### src/rtl/track_result_buffer_pkg.sv
// Shared field widths, bit offsets and record width for tracking-loop results.
// TRACK_BUF_TIMESTAMP_EN adds a 32-bit timestamp field at the record MSBs.
package track_result_buffer_pkg;

    localparam int DEPTH_DEF  = 8;
    localparam int ACC_W_DEF  = 16;
    localparam int W_DF_W_DEF = 16;
    localparam int DPHI_W_DEF = 32;
    localparam int TAU_W_DEF  = 17;
    localparam int TS_W       = 32;

`ifdef TRACK_BUF_TIMESTAMP_EN
    localparam int TS_EN = 1;
`else
    localparam int TS_EN = 0;
`endif

    // Offsets count up from the LSB; tau_prime sits at bit 0.
    function automatic int off_ca(input int tau);
        return tau;
    endfunction

    function automatic int off_car(input int dphi, input int tau);
        return tau + dphi;
    endfunction

    function automatic int off_wdot(input int dphi, input int tau);
        return tau + 2 * dphi;
    endfunction

    function automatic int off_wdf(input int wdf, input int dphi,
                                   input int tau);
        return tau + 2 * dphi + wdf;
    endfunction

    function automatic int off_q(input int wdf, input int dphi,
                                 input int tau);
        return tau + 2 * dphi + 2 * wdf;
    endfunction

    function automatic int off_i(input int acc, input int wdf,
                                 input int dphi, input int tau);
        return tau + 2 * dphi + 2 * wdf + acc;
    endfunction

    function automatic int off_ts(input int acc, input int wdf,
                                  input int dphi, input int tau);
        return tau + 2 * dphi + 2 * wdf + 2 * acc;
    endfunction

    function automatic int rec_w(input int acc, input int wdf,
                                 input int dphi, input int tau);
        return 2 * acc + 2 * wdf + 2 * dphi + tau + TS_EN * TS_W;
    endfunction

endpackage

### src/rtl/track_buf_fifo.sv
// First-word-fall-through FIFO with occupancy level.
// Pointers carry one extra wrap bit to tell full from empty.
module track_buf_fifo #(
    parameter int W     = 8,
    parameter int DEPTH = 8
) (
    input  logic                     clk,
    input  logic                     rst_n,
    input  logic                     clr_i,
    input  logic                     push_i,
    input  logic                     pop_i,
    input  logic [W-1:0]             data_i,
    output logic                     full_o,
    output logic                     valid_o,
    output logic [W-1:0]             data_o,
    output logic [$clog2(DEPTH):0]   level_o
);

    localparam int AW = $clog2(DEPTH);

    logic [W-1:0] mem [DEPTH];
    logic [AW:0]  wptr_q, wptr_d;
    logic [AW:0]  rptr_q, rptr_d;
    logic         empty;
    logic         wr_en;
    logic         rd_en;

    assign empty = (wptr_q == rptr_q);
    assign full_o = (wptr_q[AW] != rptr_q[AW]) &&
                    (wptr_q[AW-1:0] == rptr_q[AW-1:0]);
    assign rd_en = pop_i & ~empty;
    // A pop in the same cycle frees the slot the write needs.
    assign wr_en = push_i & (~full_o | rd_en);

    always_comb begin
        wptr_d = wptr_q;
        rptr_d = rptr_q;
        if (clr_i) begin
            wptr_d = '0;
            rptr_d = '0;
        end else begin
            if (wr_en) wptr_d = wptr_q + 1'b1;
            if (rd_en) rptr_d = rptr_q + 1'b1;
        end
    end

    always_ff @(posedge clk or negedge rst_n) begin
        if (!rst_n) begin
            wptr_q <= '0;
            rptr_q <= '0;
        end else begin
            wptr_q <= wptr_d;
            rptr_q <= rptr_d;
        end
    end

    always_ff @(posedge clk) begin
        if (wr_en && !clr_i) mem[wptr_q[AW-1:0]] <= data_i;
    end

    assign valid_o = ~empty;
    assign data_o  = mem[rptr_q[AW-1:0]];
    assign level_o = wptr_q - rptr_q;

endmodule

### src/rtl/track_result_buffer.sv
// Buffers tracking-loop update records for a downstream consumer.
// TRACK_BUF_TIMESTAMP_EN adds sample_count and a per-record timestamp.
module track_result_buffer
    import track_result_buffer_pkg::*;
#(
    parameter int DEPTH  = DEPTH_DEF,
    parameter int ACC_W  = ACC_W_DEF,
    parameter int W_DF_W = W_DF_W_DEF,
    parameter int DPHI_W = DPHI_W_DEF,
    parameter int TAU_W  = TAU_W_DEF
) (
    input  logic                clk,
    input  logic                reset_n,
    input  logic                clear,
    input  logic                tracking_ready,
    input  logic [ACC_W-1:0]    i_prompt,
    input  logic [ACC_W-1:0]    q_prompt,
    input  logic [W_DF_W-1:0]   w_df,
    input  logic [W_DF_W-1:0]   w_df_dot,
    input  logic [DPHI_W-1:0]   carrier_dphi,
    input  logic [DPHI_W-1:0]   ca_dphi,
    input  logic [TAU_W-1:0]    tau_prime,
`ifdef TRACK_BUF_TIMESTAMP_EN
    input  logic [31:0]         sample_count,
`endif
    input  logic                rd_ready,
    output logic                rd_valid,
    output logic [rec_w(ACC_W, W_DF_W, DPHI_W, TAU_W)-1:0] rd_data,
    output logic [$clog2(DEPTH):0] level,
    output logic                overflow,
    output logic [15:0]         drop_count
);

    localparam int REC_W = rec_w(ACC_W, W_DF_W, DPHI_W, TAU_W);

    logic [REC_W-1:0] wr_rec;
    logic             full;
    logic             drop;
    logic             ovf_q, ovf_d;
    logic [15:0]      drops_q, drops_d;

    always_comb begin
        wr_rec = '0;
        wr_rec[0 +: TAU_W] = tau_prime;
        wr_rec[off_ca(TAU_W) +: DPHI_W] = ca_dphi;
        wr_rec[off_car(DPHI_W, TAU_W) +: DPHI_W] = carrier_dphi;
        wr_rec[off_wdot(DPHI_W, TAU_W) +: W_DF_W] = w_df_dot;
        wr_rec[off_wdf(W_DF_W, DPHI_W, TAU_W) +: W_DF_W] = w_df;
        wr_rec[off_q(W_DF_W, DPHI_W, TAU_W) +: ACC_W] = q_prompt;
        wr_rec[off_i(ACC_W, W_DF_W, DPHI_W, TAU_W) +: ACC_W] = i_prompt;
`ifdef TRACK_BUF_TIMESTAMP_EN
        wr_rec[off_ts(ACC_W, W_DF_W, DPHI_W, TAU_W) +: TS_W] = sample_count;
`endif
    end

    track_buf_fifo #(
        .W     (REC_W),
        .DEPTH (DEPTH)
    ) u_fifo (
        .clk     (clk),
        .rst_n   (reset_n),
        .clr_i   (clear),
        .push_i  (tracking_ready),
        .pop_i   (rd_ready),
        .data_i  (wr_rec),
        .full_o  (full),
        .valid_o (rd_valid),
        .data_o  (rd_data),
        .level_o (level)
    );

    assign drop = tracking_ready & full & ~(rd_valid & rd_ready) & ~clear;

    always_comb begin
        ovf_d   = ovf_q;
        drops_d = drops_q;
        if (clear) begin
            ovf_d   = 1'b0;
            drops_d = '0;
        end else if (drop) begin
            ovf_d = 1'b1;
            if (drops_q != 16'hFFFF) drops_d = drops_q + 16'd1;
        end
    end

    always_ff @(posedge clk or negedge reset_n) begin
        if (!reset_n) begin
            ovf_q   <= 1'b0;
            drops_q <= '0;
        end else begin
            ovf_q   <= ovf_d;
            drops_q <= drops_d;
        end
    end

    assign overflow   = ovf_q;
    assign drop_count = drops_q;

endmodule
### config.mk
export PLATFORM = sky130hd
export DESIGN_NAME = track_result_buffer
export DESIGN_NICKNAME = d
export VERILOG_FILES = /design/src/rtl/track_result_buffer_pkg.sv /design/src/rtl/track_buf_fifo.sv /design/src/rtl/track_result_buffer.sv
export SDC_FILE = /design/constraint.sdc
export NUM_CORES = 1
export LEC_CHECK = 0
export CORE_UTILIZATION = 33
export CTS_BUF_LIST = sky130_fd_sc_hd__clkbuf_16
export DETAILED_ROUTE_END_ITERATION = 7
export GPL_TIMING_DRIVEN = 1
export PLACE_DENSITY = 0.57
export SYNTH_ARGS = -nofsm -noshare
export SYNTH_HDL_FRONTEND = slang
export SYNTH_SLANG_ARGS = --single-unit
### constraint.sdc
create_clock -name clk -period 12 [get_ports clk]
set_input_delay 1.8 -clock clk [delete_from_list [all_inputs] [get_ports clk]]
set_output_delay 1.8 -clock clk [all_outputs]
set_load 0.05 [all_outputs]
==> impl_metrics.ini, run 1 <==
[synth]
syn-instance-count = 2147
ys_warn_count = 0
syn_area_mm2 = 0.0448
async_flop_share_pct = 2.11
synth-edff-count = 1160
synthFlopType = edfxtp_1
synth_cell_type_count = 33
ys_seq_area_share_pct = 79.1
syn_nets = 2304
avgSynthCellArea_um2 = 20.9
synth-seq-cells = 1185

[finish]
most-common-layout-cells = edfxtp_1 (1,160), nand2_1 (448), clkdlybuf4s50_1 (316)
nFillCells = 11800
areaGrowthSynthToFinish_pct = 21.7
multi_input_area_mm2 = 0.00901
final_nets = 2696
ff_latch_area_mm2 = 0.0355
layout-drive-gt1-share_pct = 20.4
final_common_cell = edfxtp_1
fin_cells = 4414

[timing]
relSlewSlack_pct = 22.3
fmax_mhz = 145
holdWs_ps = 518
fin_crit_sh_pct = 57.6
min_period_ps = 6920
finalWorstSetupSlack_ps = 5080
tightest_slew_ps = 1160
slew_viol_final = 0
finalSetupViolations = 0
fin_setup_tns_ps = 0
hold_violations = 0
rsz0062_at_grt = no
finClkSkew_ps = 21.2

[cts]
clkTransAtPathRegs_ps = 60
cts_resized = 0
cts_max_level = 4
ctsHoldBuffers = 0
numCtsBuffers = 133
post_cts_buffers = 0
cts_tree = done
cts_sinks = 1185
clockRootBuffer = clkbuf_16
insertion_delay_ps = 760
cts_max_path_buffers = 3

[routing]
routedWlPerCell_um = 23.1
first_pass_iters = 5
ant_nets = 0
wirelength_mm = 102
drtIter0Drc = 1487
drc = 0
vias_per_cell = 4.90
vias = 21600

[worst_setup_path]
reg2reg_slack_ps = 6600
worstPathArrival_ps = 5120
reg2reg_from = u_fifo.rptr_q[2]$_DFFE_PN0P_
cp.required_ps = 10200
cp-start-kind = flop
setup.worst_path.class = flop to output port
cp_slowest_cell = dfrtp_4
r2r_cells = 9
max_stage_delay_ps = 1030
cpLargestDelayFamily = buffers and inverters
cp_max_fo = 94
crit_top_cell = nand2_1
endpoint_kind = output port
timing.critical_path.buf_inv = 3
path_cells = buf_4 -> buf_12 -> mux4_2 -> nand2_1 -> nand2_1 -> clkdlybuf4s50_1
reg2reg_to = u_fifo.mem[7][62]$_DFFE_PP_

[power]
leakage_nw = 17.4
vdd_drop_max_v = 0.000154
power.density_mw_per_mm2 = 189

[placed_design]
portBuffers = 316
dp.cells = 4172
place_congestion = 0.717
pre_cts_slack_ps = 5690
place_hpwl_mm = 54.5

[floorplan]
ioPinCount = 317
die-area_mm2 = 0.137
die_h_um = 371
core-area_mm2 = 0.134
fp-row-count = 134
initial_core_util_pct = 33.4
fp.dieW_um = 371

[outcome]
status = completed

[hold_path]
min_to = overflow$_DFFE_PN0P_
hold_class = flop to flop
hold_start = overflow$_DFFE_PN0P_
whs_path_depth = 2

[global_route]
track_usage_pct = 15.0
grt_max_degree = 141
grt_pass1_vias = 23200
antenna_found_initial = 16
overflow = 0
grt_pass1_wl_mm = 151

[flow_run]
drv_cap = 0
-- how the worst max path moves through the flow --
stage,from,endpoint,slack [ps],cells after the start
final,u_fifo.rptr_q[0]$_DFFE_PN0P_,rd_data[55],5080,6
after floorplan,clear,u_fifo.mem[7][0]$_DFFE_PP_,3060,4
after global placement,u_fifo.rptr_q[0]$_DFFE_PN0P_,rd_data[18],5710,6
after CTS,u_fifo.rptr_q[0]$_DFFE_PN0P_,rd_data[18],4830,6
after detailed placement,u_fifo.rptr_q[0]$_DFFE_PN0P_,rd_data[18],5690,6
after global routing,u_fifo.rptr_q[0]$_DFFE_PN0P_,rd_data[48],4590,6
-- metrics by stage --
stage                     power, mW  utilization [%]  area [um^2]
after global placement         6.45             37.5        50300
after floorplan                5.91                -        44800
after global routing           10.7             40.7        54500
after CTS                      10.5             40.7        54500
after detailed placement       6.47             37.5        50300
final                          10.3             40.7        54500
-- synth_stat cells, drive strengths merged, types with 6 or more instances --
master | instances | area share [%]
edfxtp | 1160 | 78
nand2 | 448 | 3.8
clkbuf | 56 | 0.47
nand3 | 11 | 0.12
ha | 6 | 0.17
mux4 | 290 | 15
xnor2 | 16 | 0.31
buf | 47 | 0.39
dfrtp | 25 | 1.4
nor2 | 27 | 0.23
nor3 | 9 | 0.10
inv | 8 | 0.067
-- flip-flops by register name, indices dropped and copies added, names as in the netlist --
signal,cells
u_fifo.rptr_q,4
u_fifo.wptr_q,4
u_fifo.mem,1160
drop_count,16
overflow,1
-- power by group --
part	switching (mW)	internal [mW]	total (mW)
Sequential	0.0475	4.61	4.66
Clock	1.62	2.33	3.95
Combinational	0.989	0.701	1.69
-- layer usage --
| layer | vias to the layer above | wire length, um | GRT usage, % |
|---|---|---|---|
| met1 | 11500 | 42200 | 18.7 |
| li1 | 9405 | - | - |
| met5 | - | 169 | 0 |
| met2 | 549 | 51300 | 25.1 |
| met4 | 28 | 2020 | 4.58 |
| met3 | 161 | 6200 | 4.29 |
-- tightest hold or removal path: stages, from the launching register on --
cell,delay (ps)
dfrtp_1,370
inv_1,50
a21oi_1,50
-- layout make-up --
| class | instances | area share [%] |
|---|---|---|
| Multi-Input combinational cell | 851 | 16.5 |
| Tap cell | 1768 | 4.06 |
| Clock inverter | 108 | 1.75 |
| Inverter | 8 | 0.0642 |
| Sequential cell | 1185 | 65.0 |
| Timing Repair Buffer | 360 | 6.47 |
| Antenna cell | 1 | 0.00459 |
| Clock buffer | 133 | 6.10 |
-- cells by family (layout without fill, tap and decap cells) --
family,count (synthesis),in the layout,share of synthesized area (%)
other,0,1,0
adders and majority gates,7,7,0.212
and+or+nand+nor,521,521,4.61
xor gates and xnor gates,19,19,0.371
AOI/OAI and AO/OA,12,12,0.145
buffers and inverters,111,609,0.932
DFF,1185,1185,79.1
muxes,292,292,14.6
No activity file was read; power rests on OpenSTA's default activity.
==> run 2: changes to the inputs <==
--- a/config.mk
+++ b/config.mk
@@ -9,7 +9,7 @@
 export CTS_BUF_LIST = sky130_fd_sc_hd__clkbuf_16
 export DETAILED_ROUTE_END_ITERATION = 7
 export GPL_TIMING_DRIVEN = 1
-export PLACE_DENSITY = 0.57
+export PLACE_DENSITY = 0.55
 export SYNTH_ARGS = -nofsm -noshare
 export SYNTH_HDL_FRONTEND = slang
 export SYNTH_SLANG_ARGS = --single-unit
==> constraint.sdc (replaced) <==
create_clock -name clk -period 6.5 [get_ports clk]
set_input_delay 0.975 -clock clk [delete_from_list [all_inputs] [get_ports clk]]
set_output_delay 0.975 -clock clk [all_outputs]
set_load 0.05 [all_outputs]
==> run 2 against run 1 <==
  * First-iteration DRC count rose by 7.1%
  * Sequential share of layout area decreased by 0.17 points
  * Cell count down 0.14%
  * Die area unchanged
  * Sequential power grew 84%
  * Core utilization is 0.11 points higher
  * Non-clock buffer count down 3
  * Combinational power up 88%
  * Worst setup slack worse by 3400 ps
  * Critical path depth down 1
  * Flip-flop and latch count stayed put
  * Register-to-register slack worse by 4200 ps
  * Highest routed layer unchanged
==> impl_metrics.ini, run 2 (synthesized netlist as in run 1, its figures left out) <==
[outcome]
status = completed

[floorplan]
die-area_mm2 = 0.137
fp-row-count = 134
core-area_mm2 = 0.134
fp.dieW_um = 371
initial_core_util_pct = 33.4
die_h_um = 371
ioPinCount = 317

[timing]
finalSetupViolations = 0
slew_viol_final = 0
tightest_slew_ps = 1060
hold_violations = 0
holdWs_ps = 518
relSlewSlack_pct = 29.0
min_period_ps = 4850
finalWorstSetupSlack_ps = 1650
rsz0062_at_grt = no
finClkSkew_ps = 31.2
fmax_mhz = 206
fin_crit_sh_pct = 74.7

[finish]
final_common_cell = edfxtp_1
final_nets = 2694
largest_register_ffs = 1160
areaGrowthSynthToFinish_pct = 22.0
layout-drive-gt1-share_pct = 20.3
most-common-layout-cells = edfxtp_1 (1,160), nand2_1 (448), clkdlybuf4s50_1 (316)
nFillCells = 11800
finalInstanceArea_mm2 = 0.0547

[cts]
insertion_delay_ps = 750
clkTransAtPathRegs_ps = 60
cts_max_path_buffers = 3
cts_max_level = 4
numCtsBuffers = 134
cts_sinks = 1185
cts_tree = done
cts_resized = 0
ctsHoldBuffers = 0
clockRootBuffer = clkbuf_16
post_cts_buffers = 0

[placed_design]
place_congestion = 0.764
pre_cts_slack_ps = 2320
placed_cell_area_mm2 = 0.0505
portBuffers = 316
place_hpwl_mm = 57.2

[routing]
routedWlPerCell_um = 23.9
vias_per_cell = 4.95
drtIter0Drc = 1593
wirelength_mm = 105
vias = 21800
drc = 0
ant_nets = 0
first_pass_iters = 5

[global_route]
grt_pass1_vias = 23100
track_usage_pct = 15.4
antenna_found_initial = 16
grt_pass1_wl_mm = 154
overflow = 0
grt_max_degree = 105

[flow_run]
drv_cap = 0

[worst_setup_path]
cp_max_fo = 61
worstPathArrival_ps = 3880
cp_slowest_cell = dfrtp_4
crit_top_cell = nand2_1
max_stage_delay_ps = 950
setup.worst_path.class = flop to output port
endpoint_kind = output port
cp.required_ps = 5520
path_cells = buf_12 -> mux4_2 -> nand2_1 -> nand2_1 -> clkdlybuf4s50_1
cp-start-kind = flop

[power]
power.density_mw_per_mm2 = 346
fin_total_pwr_mw = 18.9
vdd_drop_max_v = 0.000245
leakage_nw = 17.4

[hold_path]
hold_class = flop to flop
run 2: cell types whose count changed in the layout (fill, tap and decap cells not counted), sizes merged:
| cell | before | now |
|---|---|---|
| inv | 46 | 38 |
| diode | 1 | 6 |
| buf | 44 | 41 |
| clkinv | 49 | 50 |
| clkbuf | 133 | 136 |
| bufinv | 14 | 10 |
run 2: area by class of cell:
cell class / instances / area, um^2 / area share [%]
flip-flops and latches: 1185 / 35500 / 64.9
clock inverters: 97 / 781 / 1.43
well taps: 1768 / 2210 / 4.05
inverters: 8 / 35.0 / 0.0641
multi-input cells: 851 / 9010 / 16.5
repair buffers: 357 / 3760 / 6.87
clock buffers: 136 / 3400 / 6.22
diodes: 6 / 15.0 / 0.0275
run 2: power by group:
group	leakage [nW]	switching [mW]	internal (mW)	total [mW]
registers	10.8	0.0814	8.51	8.59
clock network	2.14	2.95	4.19	7.14
logic	4.48	1.87	1.32	3.18
total	17.4	4.89	14.0	18.9
run 2: critical path, delay by kind of cell (launching register included):
family                 cells  cell delay [ps]
buffers and inverters      2             1390
multiplexers               1              570
flip-flops                 1              950
AND/OR/NAND/NOR            2              150
run 2: final timing paths:
path                            slack (ps)                         start                            to  depth (start not counted)
worst max-delay path                  1650  u_fifo.rptr_q[0]$_DFFE_PN0P_                   rd_data[43]                          5
worst min-delay path                   520          overflow$_DFFE_PN0P_          overflow$_DFFE_PN0P_                          2
worst max register to register        2380  u_fifo.rptr_q[2]$_DFFE_PN0P_   u_fifo.mem[4][19]$_DFFE_PP_                          8
worst min register to register         520          overflow$_DFFE_PN0P_          overflow$_DFFE_PN0P_                          2
max in group asynchronous             5600                       reset_n  u_fifo.rptr_q[0]$_DFFE_PN0P_                          2
min in group asynchronous              610                       reset_n          overflow$_DFFE_PN0P_                          2
run 2: per-layer routing:
| metal | vias to the layer above | track usage [%] | wire [um] |
|---|---|---|---|
| li1 | 9408 | - | - |
| met1 | 11600 | 20.7 | 45200 |
| met2 | 605 | 24.7 | 51200 |
| met3 | 161 | 3.88 | 6680 |
| met4 | 16 | 4.58 | 2010 |
| met5 | - | 0 | 96 |
run 2: stage by stage:
step                utilization, %  setup TNS (ps)  std cells
finish                        40.8               0       4408
global route                  40.8               0       4406
CTS                           40.8               0       4402
detailed placement            37.6               0       4169
global placement              37.6               0       4169
floorplan                        -        -2462600       2147
